<file path="config.mk">
export PLATFORM = sky130hd
export DESIGN_NAME = rom_sequencer
export DESIGN_NICKNAME = d
export VERILOG_FILES = /design/src/rtl/rom_sequencer.sv
export SDC_FILE = /design/constraint.sdc
export NUM_CORES = 1
export LEC_CHECK = 0
export CAP_MARGIN = 10
export CORE_MARGIN = 1.5
export CORE_UTILIZATION = 53
export DETAILED_ROUTE_END_ITERATION = 8
export PLACE_DENSITY = 0.83
export SLEW_MARGIN = 20
export SYNTH_ARGS = -nofsm -noshare
export SYNTH_HDL_FRONTEND = slang
export SYNTH_SLANG_ARGS = --single-unit
</file>
<file path="constraint.sdc">
create_clock -name clk -period 6.2 [get_ports clk]
set_input_delay 1.55 -clock clk [delete_from_list [all_inputs] [get_ports clk]]
set_output_delay 1.55 -clock clk [all_outputs]
set_load 0.01 [all_outputs]
</file>
<file path="src/rtl/rom_sequencer.sv">
// rom_sequencer: byte-code sequencer that fetches opcodes from a 1-cycle-latency ROM, runs a 4-register ISA and streams bytes over valid/ready.
//   clk, reset (sync, active-high), start (restart pulse)
//   rom_addr -> ROM address (= ptr), rom_data <- ROM byte for the address sampled at the previous edge
//   tx_data/tx_valid/tx_ready: output byte stream
//   busy (not IDLE/ERR), done (pulse on HALT), error (sticky until start/reset), err_code (1 bad opcode, 2 overflow, 3 underflow)
module rom_sequencer #(
  parameter int AW          = 9,
  parameter int STACK_DEPTH = 4,
  parameter int LD_PAGE     = 1,
  parameter int START_ADDR  = 0
) (
  input  logic          clk,
  input  logic          reset,
  input  logic          start,
  output logic [AW-1:0] rom_addr,
  input  logic [7:0]    rom_data,
  output logic [7:0]    tx_data,
  output logic          tx_valid,
  input  logic          tx_ready,
  output logic          busy,
  output logic          done,
  output logic          error,
  output logic [1:0]    err_code
);
  localparam int SPW = $clog2(STACK_DEPTH + 1);
  localparam logic [SPW-1:0] SP_FULL = SPW'(STACK_DEPTH);
  localparam logic [AW-1:0] START = AW'(START_ADDR);
  localparam logic [AW-9:0] PAGE = (AW-8)'(LD_PAGE);
  typedef enum logic [2:0] {IDLE, WAIT, OP, ARG0, ARG1, SEND, LOAD, ERR} state_t;
  state_t state, state_n, ret, ret_n;
  logic [AW-1:0] ptr, saved, ptr_inc, tgt;
  logic [AW-1:0] stack [2**SPW];
  logic [SPW-1:0] sp, sp_dec;
  logic [7:0] op, lo;
  logic [7:0] r [4];
  logic is_halt, is_br, is_ret, is_send, is_dec, is_inc, is_add, is_ld, is_bad;
  logic op_mov, op_call, op_jnz, sp_empty, sp_full;
  assign rom_addr = ptr;
  assign ptr_inc  = ptr + 1'b1;
  assign tgt      = AW'({rom_data, lo});
  assign sp_dec   = sp - 1'b1;
  assign sp_empty = sp == '0;
  assign sp_full  = sp == SP_FULL;
  // Decode of the byte being fetched in OP; later states use the latched opcode.
  assign is_halt = rom_data == 8'h00;
  assign is_br   = rom_data == 8'h01 || rom_data == 8'h02 || rom_data[7:2] == 6'b000001 || rom_data[7:2] == 6'b000100;
  assign is_ret  = rom_data == 8'h03;
  assign is_send = rom_data[7:2] == 6'b000010;
  assign is_dec  = rom_data[7:2] == 6'b000011;
  assign is_inc  = rom_data[7:2] == 6'b000110;
  assign is_add  = rom_data[7:4] == 4'b1000;
  assign is_ld   = rom_data[7:4] == 4'b1100;
  assign is_bad  = !(is_halt || is_br || is_ret || is_send || is_dec || is_inc || is_add || is_ld);
  assign op_mov  = op[7:2] == 6'b000001;
  assign op_call = op == 8'h02;
  assign op_jnz  = op[7:2] == 6'b000100;
  always_ff @(posedge clk) begin
    if (reset) begin
      state    <= IDLE;
      ret      <= OP;
      ptr      <= START;
      saved    <= START;
      sp       <= '0;
      op       <= '0;
      lo       <= '0;
      tx_data  <= '0;
      tx_valid <= 1'b0;
      done     <= 1'b0;
      err_code <= '0;
      for (int i = 0; i < 4; i++) r[i] <= '0;
    end else begin
      state <= state_n;
      ret   <= ret_n;
      done  <= 1'b0;
      if (start) begin
        ptr      <= START;
        sp       <= '0;
        err_code <= '0;
        tx_valid <= 1'b0;
      end else begin
        case (state)
          OP: begin
            op  <= rom_data;
            ptr <= ptr_inc;
            if (is_halt) done <= 1'b1;
            if (is_ret && sp_empty) err_code <= 2'd3;
            if (is_ret && !sp_empty) begin
              ptr <= stack[sp_dec];
              sp  <= sp_dec;
            end
            if (is_send) begin
              tx_data  <= r[rom_data[1:0]];
              tx_valid <= 1'b1;
            end
            if (is_dec) r[rom_data[1:0]] <= r[rom_data[1:0]] - 8'd1;
            if (is_inc) r[rom_data[1:0]] <= r[rom_data[1:0]] + 8'd1;
            if (is_add) r[rom_data[3:2]] <= r[rom_data[3:2]] + r[rom_data[1:0]];
            // LD detours ptr into the data page and parks the return address in saved.
            if (is_ld) begin
              saved <= ptr_inc;
              ptr   <= {PAGE, r[rom_data[1:0]]};
            end
            if (is_bad) err_code <= 2'd1;
          end
          ARG0: begin
            ptr <= ptr_inc;
            if (op_mov) r[op[1:0]] <= rom_data;
            else lo <= rom_data;
          end
          ARG1: begin
            if (op_call && sp_full) err_code <= 2'd2;
            else ptr <= (op_jnz && r[op[1:0]] == 8'd0) ? ptr_inc : tgt;
            if (op_call && !sp_full) begin
              stack[sp] <= ptr_inc;
              sp        <= sp + 1'b1;
            end
          end
          SEND: if (tx_ready) tx_valid <= 1'b0;
          LOAD: begin
            r[op[3:2]] <= rom_data;
            ptr        <= saved;
          end
          default: ;
        endcase
      end
    end
  end
  // ret holds the state to enter once the single ROM-latency WAIT cycle is over.
  always_comb begin
    state_n = state;
    ret_n   = ret;
    case (state)
      WAIT: state_n = ret;
      OP: begin
        state_n = is_halt ? IDLE : is_send ? SEND : (is_bad || (is_ret && sp_empty)) ? ERR : WAIT;
        ret_n   = is_br ? ARG0 : is_ld ? LOAD : OP;
      end
      ARG0: begin
        state_n = WAIT;
        ret_n   = op_mov ? OP : ARG1;
      end
      ARG1: begin
        state_n = (op_call && sp_full) ? ERR : WAIT;
        ret_n   = OP;
      end
      SEND: begin
        state_n = tx_ready ? WAIT : SEND;
        ret_n   = OP;
      end
      LOAD: begin
        state_n = WAIT;
        ret_n   = OP;
      end
      default: ;
    endcase
    if (start) begin
      state_n = WAIT;
      ret_n   = OP;
    end
  end
  always_comb begin
    busy  = !(state == IDLE || state == ERR);
    error = state == ERR;
  end
endmodule

</file>
# Yosys cells after proc, flatten, opt, wreduce, memory -nomap -nowiden
# Memories as Yosys holds them, arrays and structs flattened. A register that Yosys moved wholly into a read port is not among the register bits.
# Cells that the tools add are included.
# totals
wordCells	172
reg_bits	55
in_bits	12
mem_bits_rw	104
mem_count	2
# mem_list
name	words	word_bits	read_ports	rd_clocked_by_memory_dff	write_ports	line	source
stack	8	9	1	0	1	32	logic [AW-1:0] stack [2**SPW];
r	4	8	3	1	4	35	logic [7:0] r [4];
# op_classes
reduce_logical	47
add_sub_neg	6
muxes	73
n_eq_ne	28
bitwise	4
# ops
operator	count
$mux 8	5
$mux 1	39
$mux 9	4
$pmux 9 s4	1
$reduce_or 8->1	4
$mux 3	10
$eq 8x2->1 const B	3
$eq 6x3->1 const B	3
$mux 2	9
$reduce_and 3->1	6
$logic_not 8->1	2
$eq 3x3->1 const B	5
$pmux 3 s5	1
$eq 6x1->1 const B	2
$eq 6x2->1 const B	2
$logic_or 1x1->1	12
$ne 2x2->1 const B	6
$add 9x1->9 const B	1
$pmux 3 s3	1
$add 8x1->8 const B	1
$add 8x8->8	1
$eq 4x4->1 const B	2
$eq 8x1->1 const B	1
$sub 8x1->8 const B	1
21 further kinds	36

# Longest topological paths before layout
# Gate-level depths: netlist of run 1.
# depth
depth_word	18
mapped_depth	12
mapped_depth_nobuf	11

# Worst setup path before layout of run 1
# Ideal clock, no wire load.
# synth_path
path_type	input-to-reg
startpoint	in start
endpoint	mem r[3][7] (data pin)
setup_time_ns	0.270
arrival_ns	4.515
stages	11
path_slack_ns	1.416
required_ns	5.930
path_cell_list	or4b_2 -> clkbuf_1 -> nor2_1 -> nand3_1 -> ha_1 -> a2111o_1 -> a31oi_1 -> o31ai_1 -> xor2_1 -> a221oi_1 -> inv_1
# synth_rtl
element	line	source
from (decl)	14	input logic start,
to (decl)	35	

==> results by stage, run 1 <==
STA:
- Hold is met by 0.478 ns.
- The share of the clock period used by the worst path is 0.844.
- The total count of hold-check failures in the final report was 0.
- The maximum clock skew at final layout is 0.0108 ns.
- Timing would allow up to 191 MHz.
- Setup violations remaining at the end of the flow were counted as 0.
- Setup repair after global routing left no endpoint under its margin.
- The slew at the pin with the worst max-slew slack is 1.10 ns.
- The final period demand of the worst path is 5.24 ns.
- After layout, the worst setup slack is 0.965 ns.
- The worst slew slack as a fraction of its limit is 0.269.
- The setup TNS is 0 ns.
- The number of slew-limit violations in the final report was 0.

Floorplan:
- The floorplan die area is 16,600 sq um.
- The area of the placeable core is 15,300 sq um.
- 35 I/O pins were placed.
- The overall die height is 129 microns.
- The initial cell density of the core is 0.549.
- The floorplan has 45 rows.
- From left edge to right edge, the die measures 129 microns.

Power and ir drop:
- The internal power is 1.92 mW.
- The overall power after layout is 2.51 mW.
- The cell area power density is 262 nW/um^2.
- Summed over all nets, the switching power comes to 590 uW.
- Of the total power, the clock network draws 0.459.
- The analysis attributes to cell leakage a power of 3.33 nW.
- Of the total power, registers draw 0.461.
- The switching power as a share of total power is 0.235.
- The part of the total power dissipated in combinational logic is 0.081.
- The largest voltage drop on the vdd net is 0.206 mV.

Clock tree:
- At the later pin of the worst-skew pair, clock insertion delay measures 0.43 ns.
- CTS built an H-tree with a depth of 4.
- In this run, post-CTS repair resized a total of 0 instances.
- Clock-pin slew was measured on the worst setup and hold paths at 0.07 ns.
- The number of sinks handled by clock tree synthesis is 161.
- Post-CTS timing repair inserted 0 buffers for setup.
- Counting the buffers created by CTS gives 17.
- The number of buffers on the longest clock path is 2.
- CTS placed an instance of clkbuf_16 at the clock tree root.
- The TritonCTS clock tree is yes.
- After clock tree synthesis, the flow added hold-fix buffers numbering 0.

Global route:
- The overall track demand over capacity in global routing is 0.288.
- The global route total overflow is 0.
- The number of antenna violations at the first check in global routing is 1.
- The number of global-route vias before repair is 6,300.
- The global-route wire length before repair is 35,400 microns.
- Entering global routing, the biggest net connects 44 pins.

Final layout:
- The fraction of final layout cells sized beyond drive strength 1 is 0.142.
- The count of antenna diodes in the layout is 0.
- The synthesis-to-layout area growth is 14.0%.
- The number of nets in the layout is 787.
- The count of filler cells inserted in the layout is 1,190.

Place:
- The global placement routability congestion is 0.975.
- The worst-case setup slack after placement is 0.607 ns.
- The post-DP HPWL is 15,900 microns.
- The number of buffers added on ports is 34.

Yosys:
- The number of nets produced by synthesis is 765.
- The count of different cell masters after synthesis is 76.
- The commonest register cell after synthesis is edfxtp_1.
- The number of enable-type register cells in the synthesized netlist is 104.
- For this run, the number of Yosys warnings is 0.
- The synthesized area divided by synthesized cell count is 11.4 sq um.
- The area of the mapped netlist is 8400 sq um.
- Counting flops with an async set or reset pin after synthesis yields a share of 0.
- For this run, the register share of the synthesized area comes to 0.507.
- Synthesis inferred 161 register bits.
- Counting every instance in the synthesized netlist gives 734.

Worst setup path:
- The largest driver fanout on the critical path is 7.
- The required time at the endpoint of the critical path is 6.36 ns.
- The worst setup path is of the input port to flop kind.
- The worst setup path is captured at a flop.
- The kind of start point of the critical path is an input port.
- The data arrival time at the worst-slack endpoint is 5.40 ns.

Route:
- The routed wire length is 22,700 microns.
- Across all layers, the routed design uses 6,472 vias.
- After detailed routing, the average wire length per cell comes to 23.2 microns.
- The number of nets still failing antenna checks after routing is 0.
- After detailed routing, the number of remaining DRC violations is 0.
- The via-per-instance ratio is 6.60.
- The number of violations reported at the end of detailed-routing iteration 0 is 826.
- The first detailed-routing pass took 8 iterations.

Job:
- The number of maximum-capacitance constraint violations is 0.

Min path:
- The type of the worst min-delay path is flop to flop.

Status:
- The run finished with clean final reports.
-- synth_stat cells (5+ instances only) --
| library cell | n | area [sq um] |
|---|---|---|
| a31oi_1 | 11 | 68.8 |
| nor4_1 | 6 | 37.5 |
| clkbuf_1 | 37 | 139 |
| mux4_2 | 34 | 766 |
| dfxtp_1 | 57 | 1140 |
| nand3_1 | 13 | 65.1 |
| nor2b_1 | 10 | 62.6 |
| edfxtp_1 | 104 | 3120 |
| mux2_2 | 5 | 56.3 |
| a2111oi_0 | 5 | 43.8 |
| nor3b_1 | 5 | 37.5 |
| nand2_1 | 60 | 225 |
| and2_1 | 6 | 37.5 |
| or3_1 | 5 | 31.3 |
| a22oi_1 | 6 | 45.0 |
| xnor2_1 | 9 | 78.8 |
| nor3_1 | 16 | 80.1 |
| mux2i_1 | 28 | 280 |
| o21ai_0 | 26 | 130 |
| nand2b_1 | 10 | 62.6 |
| xor2_1 | 12 | 105 |
| nand4_1 | 6 | 37.5 |
| nor2_1 | 73 | 274 |
| inv_1 | 26 | 97.6 |
| ha_1 | 17 | 213 |
| and3_1 | 6 | 37.5 |
| a211oi_1 | 8 | 60.1 |
| o221a_2 | 7 | 78.8 |
| a21oi_1 | 33 | 165 |
-- final timing paths --
check / slack [ns] / cells after the start / startpoint / to
worst max-delay path: 0.96 / 11 / start / r[1][7]$_SDFFCE_PN0P_
worst min register to register: 0.48 / 2 / op[7]$_SDFFE_PP0P_ / op[7]$_SDFFE_PP0P_
worst min-delay path: 0.48 / 2 / op[7]$_SDFFE_PP0P_ / op[7]$_SDFFE_PP0P_
worst max register to register: 1.99 / 10 / state[0]$_SDFFE_PP0P_ / r[1][7]$_SDFFCE_PN0P_
-- critical path: stages --
cell,delay (ns)
clkdlybuf4s50_1,0.51
or4b_2,0.67
nor2_1,0.33
nand3_1,0.34
ha_1,0.49
a2111o_1,0.39
a31oi_1,0.22
o31ai_1,0.13
xor2_1,0.17
a221oi_1,0.51
nor2_1,0.08
-- state kept, by name (all words and copies together), names as in the netlist, named ones only --
register	flops
rom_addr	9
tx_valid	1
saved	9
state	3
done	1
r	32
sp	3
stack	72
err_code	2
tx_data	8
op	8
ret	3
lo	8
-- kinds of logic after synthesis --
logic type / Yosys count / share of synthesized area
buf+inv: 71 / 0.0331
compound gates: 153 / 0.130
xor+xnor: 21 / 0.0219
flops: 161 / 0.507
mux: 67 / 0.131
simple gates: 242 / 0.146
fa+ha+maj: 19 / 0.0301
-- power groups by stage --
stage               clock [mW]  combinational, mW  sequential, mW
floorplan                    0              0.137            1.17
global placement             0              0.190            1.18
detailed placement           0              0.195            1.18
CTS                       1.16              0.197            1.16
global route              1.20              0.215            1.16
finish                    1.15              0.203            1.16
-- per-layer routing --
layer	GRT usage	vias up	wire length, microns
li1	-	2852	-
met1	0.395	3162	9320
met2	0.436	393	10300
met3	0.0890	65	2490
met4	0.104	0	611
met5	0	-	0
-- area by class of cell --
| type | instances | area [sq um] | area share |
|---|---|---|---|
| clock inverters | 12 | 196 | 0.0205 |
| multi-input cells | 502 | 3860 | 0.403 |
| inverters | 26 | 97.6 | 0.0102 |
| well taps | 211 | 264 | 0.0276 |
| repair buffers | 48 | 445 | 0.0465 |
| clock buffers | 20 | 447 | 0.0466 |
| flip-flops and latches | 161 | 4260 | 0.445 |
-- cell usage in the layout (no fill, tap or decap), types with 7 or more instances in the layout --
cell type / Yosys / layout
edfxtp_1: 104 / 104
nor2_1: 73 / 72
nand2_1: 60 / 60
dfxtp_1: 57 / 57
mux4_2: 34 / 34
clkdlybuf4s50_1: 0 / 34
a21oi_1: 33 / 33
mux2i_1: 28 / 28
inv_1: 26 / 26
o21ai_0: 26 / 26
ha_1: 17 / 17
clkbuf_16: 0 / 17
nor3_1: 16 / 16
buf_4: 0 / 14
nand3_1: 13 / 13
xor2_1: 12 / 12
a31oi_1: 11 / 11
nor2b_1: 10 / 10
nand2b_1: 10 / 10
xnor2_1: 9 / 9
a211oi_1: 8 / 8
o221a_2: 7 / 7
-- per-stage QoR --
stage               area [sq um]   util  cells
floorplan                   8400      -    734
CTS                         9580  0.625    980
global placement            8930  0.583    948
detailed placement          8930  0.583    948
global route                9580  0.625    980
finish                      9580  0.625    980
Note: power is estimated with default switching activity, not from simulation.
==> inputs of run 2 (changes only) <==
--- a/config.mk
+++ b/config.mk
@@ -9,7 +9,7 @@
 export CORE_MARGIN = 1.5
 export CORE_UTILIZATION = 53
 export DETAILED_ROUTE_END_ITERATION = 8
-export PLACE_DENSITY = 0.83
+export PLACE_DENSITY = 0.86
 export SLEW_MARGIN = 20
 export SYNTH_ARGS = -nofsm -noshare
 export SYNTH_HDL_FRONTEND = slang
==> constraint.sdc (replaced) <==
create_clock -name clk -period 4.6 [get_ports clk]
set_input_delay 1.15 -clock clk [delete_from_list [all_inputs] [get_ports clk]]
set_output_delay 1.15 -clock clk [all_outputs]
set_load 0.01 [all_outputs]
==> run 2 against run 1 <==
  * Wire length shrank 0.23%
  * Worst hold slack barely moved
  * Design area up 2.0%
  * Global-route usage down 0.55 points
  * Combinational power grew 39%
  * Via count is 2.7% higher
  * Cell count grew 2.7%
  * Total power is 31% higher
  * First-iteration DRC count rose by 7.0%
  * Critical path depth rose by 1
  * Clock-buffer cell count shrank 3
  * Critical path type unchanged
  * Largest cell class unchanged
==> results by stage, run 2 (synthesis results as in run 1) <==
STA:
- The setup slack of the critical path after layout is 0.315 ns (was 0.965 ns).
- The minimum hold slack was 0.478 ns (about the same).
- The slew at the pin with the worst max-slew slack was 1.10 ns (about the same).
- The final number of setup-violating endpoints is 0 (unchanged).
- The timing-limited maximum frequency is 233 MHz.
- The number of slew-limit violations in the final report is 0 (unchanged).
- The total count of hold-check failures in the final report is 0 (unchanged).
- The maximum clock skew at final layout was 0.0119 ns (was 0.0108 ns).
- The setup TNS was 0 ns (unchanged).
- RSZ-0062 raised after global routing: false (unchanged).
- The worst slew slack as a fraction of its limit is 0.263 (was 0.269).
- The final period demand of the worst path is 4.29 ns.
- In the finished design, the share of the clock period the worst path needs comes to 0.932.

Clock tree:
- The number of sinks handled by clock tree synthesis is 161 (unchanged).
- The buffer count from post-CTS setup fixing is 0 (unchanged).
- The H-tree depth reported by CTS is 4 (unchanged).
- The clock root buffer is clkbuf_16 (unchanged).
- The clock-pin slew on the worst setup and hold paths is 0.07 ns (about the same).
- The number of buffers on the longest clock path was 2 (unchanged).
- The clock latency of the later-clocked register in the worst-skew pair is 0.43 ns (about the same).
- The TritonCTS clock tree is yes (unchanged).
- The number of clock buffers inserted by TritonCTS is 17 (unchanged).
- The count of cells resized by post-cts repair was 0 (unchanged).
- The hold-fix buffer count after cts is 0 (unchanged).

Final layout:
- The summed area of non-filler cells in the final layout is 9770 sq um (was 9580 sq um).
- The register with the highest flop count is stack (unchanged).
- The number of flip-flops in the largest register was 72 (unchanged).
- Top library cells by usage in the layout, fill and taps aside: 104 x edfxtp_1, 73 x nor2_1, 60 x nand2_1, 57 x dfxtp_1, 38 x buf_4 (was 104 x edfxtp_1, 72 x nor2_1, 60 x nand2_1, 57 x dfxtp_1).
- Top Registers: stack: 72 flops, r: 32 flops (unchanged).
- The number of nets in the layout was 813 (was 787).
- The synthesis-to-layout area growth was 16.3% (was 14.0%).
- The most common library cell in the layout ignoring fill and taps is edfxtp_1 (unchanged).
- The count of antenna diodes in the layout is 0 (unchanged).
- The fraction of final layout cells sized beyond drive strength 1 is 0.171 (was 0.142).

Worst setup path:
- The data arrival time at the worst-slack endpoint came to 4.45 ns (was 5.40 ns).
- The capturing element type of the critical path is a flop (unchanged).
- The largest driver fanout on the critical path is 6 (was 7).
- The launch instance of the worst register-to-register path is state[0]$_SDFFE_PP0P_ (unchanged).
- The endpoint of the worst setup timing path is r[2][5]$_SDFFCE_PN0P_ (was r[1][7]$_SDFFCE_PN0P_).
- The required time at the endpoint of the critical path is 4.77 ns (was 6.36 ns).
- The type of the setup path with the least slack is input port to flop (unchanged).
- The setup slack on the worst flop-to-flop path is 1.11 ns (was 1.99 ns).
- The number of cells traversed by the worst register-to-register path is 11 (was 10).
- The end of the worst register-to-register path was r[2][5]$_SDFFCE_PN0P_ (was r[1][7]$_SDFFCE_PN0P_).
- The startpoint of the most critical setup path is start (unchanged).
- The kind of start point of the critical path is an input port (unchanged).

Power and ir drop:
- The part of the total power dissipated in combinational logic was 0.086 (was 0.081).
- The overall power after layout came to 3.29 mW (was 2.51 mW).
- The switching power as a share of total power is 0.257 (was 0.235).
- The clock network fraction of design power was 0.440 (was 0.459).
- The total leakage power is 3.46 nW (was 3.33 nW).
- The largest voltage drop on the vdd net is 0.271 mV (was 0.206 mV).
- The sequential group share of total power is 0.474 (was 0.461).
- The switching power summed over all nets was 844 uW (was 590 uW).
- The cell area power density is 336 nW/um^2 (was 262 nW/um^2).
- The internal power came to 2.44 mW (was 1.92 mW).

Floorplan:
- The site row count is 45 (unchanged).
- The initial cell density of the core came to 0.549 (unchanged).
- The overall die height is 129 microns (unchanged).
- The area of the placeable core was 15,300 sq um (unchanged).
- The horizontal die dimension came to 129 microns (unchanged).
- The floorplan die area is 16,600 sq um (unchanged).
- The count of boundary I/O pins is 35 (unchanged).

Route:
- The number of detailed-routing iterations run before antenna repair was 8 (unchanged).
- The number of nets still failing antenna checks after routing was 0 (unchanged).
- The routed wire length is 22,700 microns (about the same).
- The number of violations reported at the end of detailed-routing iteration 0 is 884 (was 826).
- The total number of vias is 6,646 (was 6,472).
- The post-detailed-route DRC marker count is 0 (unchanged).
- The per-cell routed wire length is 22.6 microns (was 23.2 microns).
- The via-per-instance ratio was 6.61 (was 6.60).

Place:
- The post-DP HPWL is 15,500 microns (was 15,900 microns).
- The worst-case setup slack after placement is -0.118 ns (was 0.607 ns).
- The placed standard-cell area is 9150 sq um (was 8930 sq um).
- The global placement routability congestion is 0.945 (was 0.975).
- The number of buffers added on ports is 34 (unchanged).

Min path:
- The type of the worst min-delay path is flop to flop (unchanged).

Global route:
- The global-route wire length before repair is 35,100 microns (was 35,400 microns).
- The number of antenna violations at the first check in global routing came to 1 (unchanged).
- The global route total overflow is 0 (unchanged).
- The overall track demand over capacity in global routing came to 0.283 (was 0.288).
- The maximum number of pins on one net before global-route repair is 44 (unchanged).
- The number of global-route vias before repair is 6,317 (was 6,300).

Status:
- Outcome: finished clean (unchanged).

Job:
- The number of maximum-capacitance constraint violations is 0 (unchanged).
## run 2: changes by cell type in the layout (fill, tap and decap cells not counted), moves of 2 or more
cell       previous run  this run
buf_4                14        38
bufinv_16             4         1
inv_8                 4         6
clkbuf_1              2         0
clkinv_8              0         3
buf_12                0         2
inv_6                 1         3
## run 2: metal layers
layer  global-route usage  vias up  share of wire
li1                     -     2909              -
met5                    0        -              0
met1                0.368     3216           0.39
met3               0.0657       73          0.098
met4                0.118        0          0.032
met2                0.458      448           0.48
## run 2: worst min-delay path by stage
stage               slack, ns            endpoint  cells after the start          startpoint
finish                   0.48  op[6]$_SDFFE_PP0P_                      2  op[6]$_SDFFE_PP0P_
global route             0.50  op[5]$_SDFFE_PP0P_                      2  op[5]$_SDFFE_PP0P_
CTS                      0.47  op[6]$_SDFFE_PP0P_                      2  op[6]$_SDFFE_PP0P_
detailed placement       0.47  op[6]$_SDFFE_PP0P_                      2  op[6]$_SDFFE_PP0P_
global placement         0.45  op[7]$_SDFFE_PP0P_                      2  op[7]$_SDFFE_PP0P_
floorplan                0.45  op[7]$_SDFFE_PP0P_                      2  op[7]$_SDFFE_PP0P_
## run 2: critical path, stage by stage
cell and delay (ns):
clkdlybuf4s50_1 0.43, or4b_2 0.65, nor2_1 0.17, nand3_1 0.23
ha_1 0.38, a2111o_1 0.36, a31oi_1 0.22, nor2_1 0.09
xor2_1 0.14, a221oi_1 0.39, buf_4 0.20, nor2_1 0.04
## run 2: layout make-up
class | instances | area, sq um
flip-flops and latches | 161 | 4260
repair buffers | 74 | 666
clock inverters | 15 | 185
inverters | 26 | 97.6
fillers | 1141 | 5540
well taps | 211 | 264
multi-input cells | 502 | 3870
clock buffers | 17 | 425
## run 2: power groups by stage
stage,combinational (mW),sequential (mW),clock [mW]
2_1_floorplan,0.184,1.58,0
3_3_place_gp,0.267,1.59,0
3_5_place_dp,0.273,1.59,0
4_1_cts,0.275,1.56,1.45
5_1_grt,0.299,1.56,1.51
6_report,0.283,1.56,1.45
## run 2: per-stage QoR
stage          std cells  utilization
2_1_floorplan        734            -
3_3_place_gp         974        0.598
3_5_place_dp         974        0.598
4_1_cts             1006        0.638
5_1_grt             1006        0.638
6_report            1006        0.638
==> inputs of run 3 (changes only) <==
--- a/config.mk
+++ b/config.mk
@@ -10,6 +10,7 @@
 export CORE_UTILIZATION = 53
 export DETAILED_ROUTE_END_ITERATION = 8
 export PLACE_DENSITY = 0.86
+export REMOVE_ABC_BUFFERS = 1
 export SLEW_MARGIN = 20
 export SYNTH_ARGS = -nofsm -noshare
 export SYNTH_HDL_FRONTEND = slang
==> run 3 against run 2 <==
  * Combinational power hardly changed
  * Flip-flop and latch count stayed put
  * Largest power group unchanged
  * Maximum frequency is 0.25% higher
==> results by stage, run 3 (synthesis results as in run 1) <==
Status:
- Outcome: finished clean (unchanged).

Worst setup path:
- The capturing element type of the critical path was a flop (unchanged).
- The launch instance of the worst register-to-register path is state[0]$_SDFFE_PP0P_ (unchanged).
- The kind of start point of the critical path was an input port (unchanged).
- The type of the setup path with the least slack is input port to flop (unchanged).
- The number of cells traversed by the worst register-to-register path came to 12 (was 11).
- The largest driver fanout on the critical path is 5 (was 6).
- The end of the worst register-to-register path is r[2][7]$_SDFFCE_PN0P_ (was r[2][5]$_SDFFCE_PN0P_).
- The setup slack on the worst flop-to-flop path came to 1.13 ns (was 1.11 ns).
- The data arrival time at the worst-slack endpoint is 4.46 ns (was 4.45 ns).
- The required time at the endpoint of the critical path is 4.78 ns (was 4.77 ns).

Floorplan:
- The overall die height is 129 microns (unchanged).
- The count of boundary I/O pins is 35 (unchanged).
- The area of the placeable core is 15,300 sq um (unchanged).
- The horizontal die dimension is 129 microns (unchanged).
- The initial cell density of the core is 0.549 (unchanged).
- The floorplan die area was 16,600 sq um (unchanged).
- The site row count is 45 (unchanged).

Global route:
- The number of global-route vias before repair is 6,399 (was 6,317).
- The overall track demand over capacity in global routing is 0.291 (was 0.283).
- The number of antenna violations at the first check in global routing is 0 (was 1).
- The global-route wire length before repair is 36,000 microns (was 35,100 microns).
- The maximum number of pins on one net before global-route repair came to 44 (unchanged).
- The global route total overflow came to 0 (unchanged).

STA:
- The slew at the pin with the worst max-slew slack is 1.04 ns (was 1.10 ns).
- The minimum hold slack is 0.468 ns (was 0.478 ns).
- The maximum clock skew at final layout is 0.0151 ns (was 0.0119 ns).
- The setup slack of the critical path after layout came to 0.326 ns (was 0.315 ns).
- The number of slew-limit violations in the final report is 0 (unchanged).
- The final period demand of the worst path is 4.27 ns (was 4.29 ns).
- The setup TNS is 0 ns (unchanged).
- RSZ-0062 raised after global routing: false (unchanged).
- The total count of hold-check failures in the final report is 0 (unchanged).
- The worst slew slack as a fraction of its limit is 0.303 (was 0.263).
- The timing-limited maximum frequency was 234 MHz (was 233 MHz).
- The share of the clock period used by the worst path is 0.929 (was 0.932).
- The final number of setup-violating endpoints was 0 (unchanged).

Final layout:
- The summed area of non-filler cells in the final layout was 9810 sq um (was 9770 sq um).
- The count of antenna diodes in the layout came to 0 (unchanged).
- The number of nets in the layout is 820 (was 813).
- The final cell count without fillers is 1,013 (was 1,006).
- Top Registers: stack: 72 flops, r: 32 flops (unchanged).
- The number of flip-flops in the largest register is 72 (unchanged).
- The fraction of final layout cells sized beyond drive strength 1 is 0.178 (was 0.171).
- The synthesis-to-layout area growth is 16.8% (was 16.3%).
- The most common library cell in the layout ignoring fill and taps is edfxtp_1 (unchanged).
- Top library cells by usage in the layout, fill and taps aside: 104 x edfxtp_1, 73 x nor2_1, 60 x nand2_1, 57 x dfxtp_1, 47 x buf_4 (was 104 x edfxtp_1, 73 x nor2_1, 60 x nand2_1, 57 x dfxtp_1, 38 x buf_4).
- The register with the highest flop count is stack (unchanged).

Clock tree:
- The number of sinks handled by clock tree synthesis is 161 (unchanged).
- The H-tree depth reported by CTS is 4 (unchanged).
- The number of buffers on the longest clock path was 2 (unchanged).
- The buffer count from post-CTS setup fixing was 0 (unchanged).
- The hold-fix buffer count after cts was 0 (unchanged).
- The number of clock buffers inserted by TritonCTS is 17 (unchanged).
- The TritonCTS clock tree is yes (unchanged).
- The clock latency of the later-clocked register in the worst-skew pair was 0.44 ns (was 0.43 ns).
- The clock root buffer is clkbuf_16 (unchanged).
- The count of cells resized by post-cts repair is 0 (unchanged).
- The clock-pin slew on the worst setup and hold paths was 0.07 ns (about the same).

Route:
- The number of detailed-routing iterations run before antenna repair was 6 (was 8).
- The number of nets still failing antenna checks after routing is 0 (unchanged).
- The per-cell routed wire length is 22.7 microns (was 22.6 microns).
- The post-detailed-route DRC marker count is 0 (unchanged).
- The total number of vias came to 6,740 (was 6,646).
- The via-per-instance ratio is 6.65 (was 6.61).
- The number of violations reported at the end of detailed-routing iteration 0 was 1,011 (was 884).
- The routed wire length is 23,000 microns (was 22,700 microns).

Job:
- The number of maximum-capacitance constraint violations is 0 (unchanged).

Min path:
- The launch instance of the worst min-delay path is op[5]$_SDFFE_PP0P_ (was op[6]$_SDFFE_PP0P_).
- The end of the worst hold path was op[5]$_SDFFE_PP0P_ (was op[6]$_SDFFE_PP0P_).
- The type of the worst min-delay path is flop to flop (unchanged).
- The hold-critical path depth is 2 (unchanged).

Power and ir drop:
- The part of the total power dissipated in combinational logic is 0.084 (was 0.086).
- The sequential group share of total power was 0.465 (was 0.474).
- The largest voltage drop on the vdd net is 0.290 mV (was 0.271 mV).
- The internal power is 2.46 mW (was 2.44 mW).
- The clock network fraction of design power is 0.450 (was 0.440).
- The cell area power density is 341 nW/um^2 (was 336 nW/um^2).
- The total leakage power was 3.49 nW (was 3.46 nW).
- The switching power summed over all nets is 890 uW (was 844 uW).
- The switching power as a share of total power is 0.266 (was 0.257).

Place:
- The number of buffers added on ports is 34 (unchanged).
- The worst-case setup slack after placement was -0.0886 ns (was -0.118 ns).
- The number of placed instances, taps included is 981 (was 974).
- The global placement routability congestion is 0.989 (was 0.945).
- The placed standard-cell area is 9180 sq um (was 9150 sq um).
- The post-DP HPWL came to 16,200 microns (was 15,500 microns).
-- run 3: changes by cell type in the layout (fill, tap and decap cells not counted) --
cell / previous run / this run
buf_4: 38 / 47
xor2_2: 1 / 0
inv_6: 3 / 0
xor2_1: 11 / 12
inv_12: 0 / 2
clkinv_8: 3 / 4
clkinv_4: 1 / 2
clkinv_1: 1 / 0
inv_8: 6 / 5
clkinvlp_4: 0 / 1
buf_12: 2 / 0
-- run 3: area by class of cell --
cell class | count | area (sq um)
fill | 1174 | 5500
sequential | 161 | 4260
multi-input combinational | 502 | 3860
timing repair buffer | 81 | 693
clock buffer | 17 | 425
tap | 211 | 264
clock inverter | 15 | 209
inverter | 26 | 97.6
-- run 3: layer usage --
layer	vias up	global-route usage	routed length, microns
met5	-	0	0
met4	0	0.122	938
met3	91	0.0595	2220
met2	455	0.462	10800
met1	3277	0.392	9050
li1	2917	-	-
-- run 3: worst max path at each step --
| stage | from | end | slack [ns] | cells past startpoint |
|---|---|---|---|---|
| after floorplan | start | r[3][7]$_DFFE_PP_ | 0.17 | 10 |
| after global placement | start | r[2][7]$_SDFFCE_PN0P_ | -0.05 | 13 |
| after detailed placement | start | r[2][7]$_SDFFCE_PN0P_ | -0.09 | 13 |
| after CTS | start | r[2][7]$_SDFFCE_PN0P_ | 0.34 | 13 |
| after global routing | start | r[2][5]$_SDFFCE_PN0P_ | 0.20 | 13 |
| final | start | r[2][7]$_SDFFCE_PN0P_ | 0.33 | 13 |
-- run 3: per-stage QoR --
step / power (mW) / util
6_report: 3.35 / 0.641
4_1_cts: 3.33 / 0.641
5_1_grt: 3.42 / 0.641
3_5_place_dp: 1.86 / 0.599
3_3_place_gp: 1.85 / 0.599
2_1_floorplan: 1.75 / -
-- run 3: critical path, stage by stage --
cell and delay, ns:
clkdlybuf4s50_1 0.46, or4b_2 0.64, nor2_1 0.16, nand3_1 0.20, buf_4 0.24, ha_1 0.21
a2111o_1 0.34, a31oi_1 0.24, o31ai_1 0.14, xor2_1 0.17, a221oi_1 0.27, buf_4 0.19
nor2_1 0.04
-- run 3: power by group through the flow --
stage / registers, mW / logic, mW / clock network (mW)
2_1_floorplan: 1.59 / 0.160 / 0
3_3_place_gp: 1.59 / 0.266 / 0
3_5_place_dp: 1.59 / 0.271 / 0
4_1_cts: 1.56 / 0.275 / 1.50
5_1_grt: 1.56 / 0.302 / 1.56
6_report: 1.56 / 0.282 / 1.51
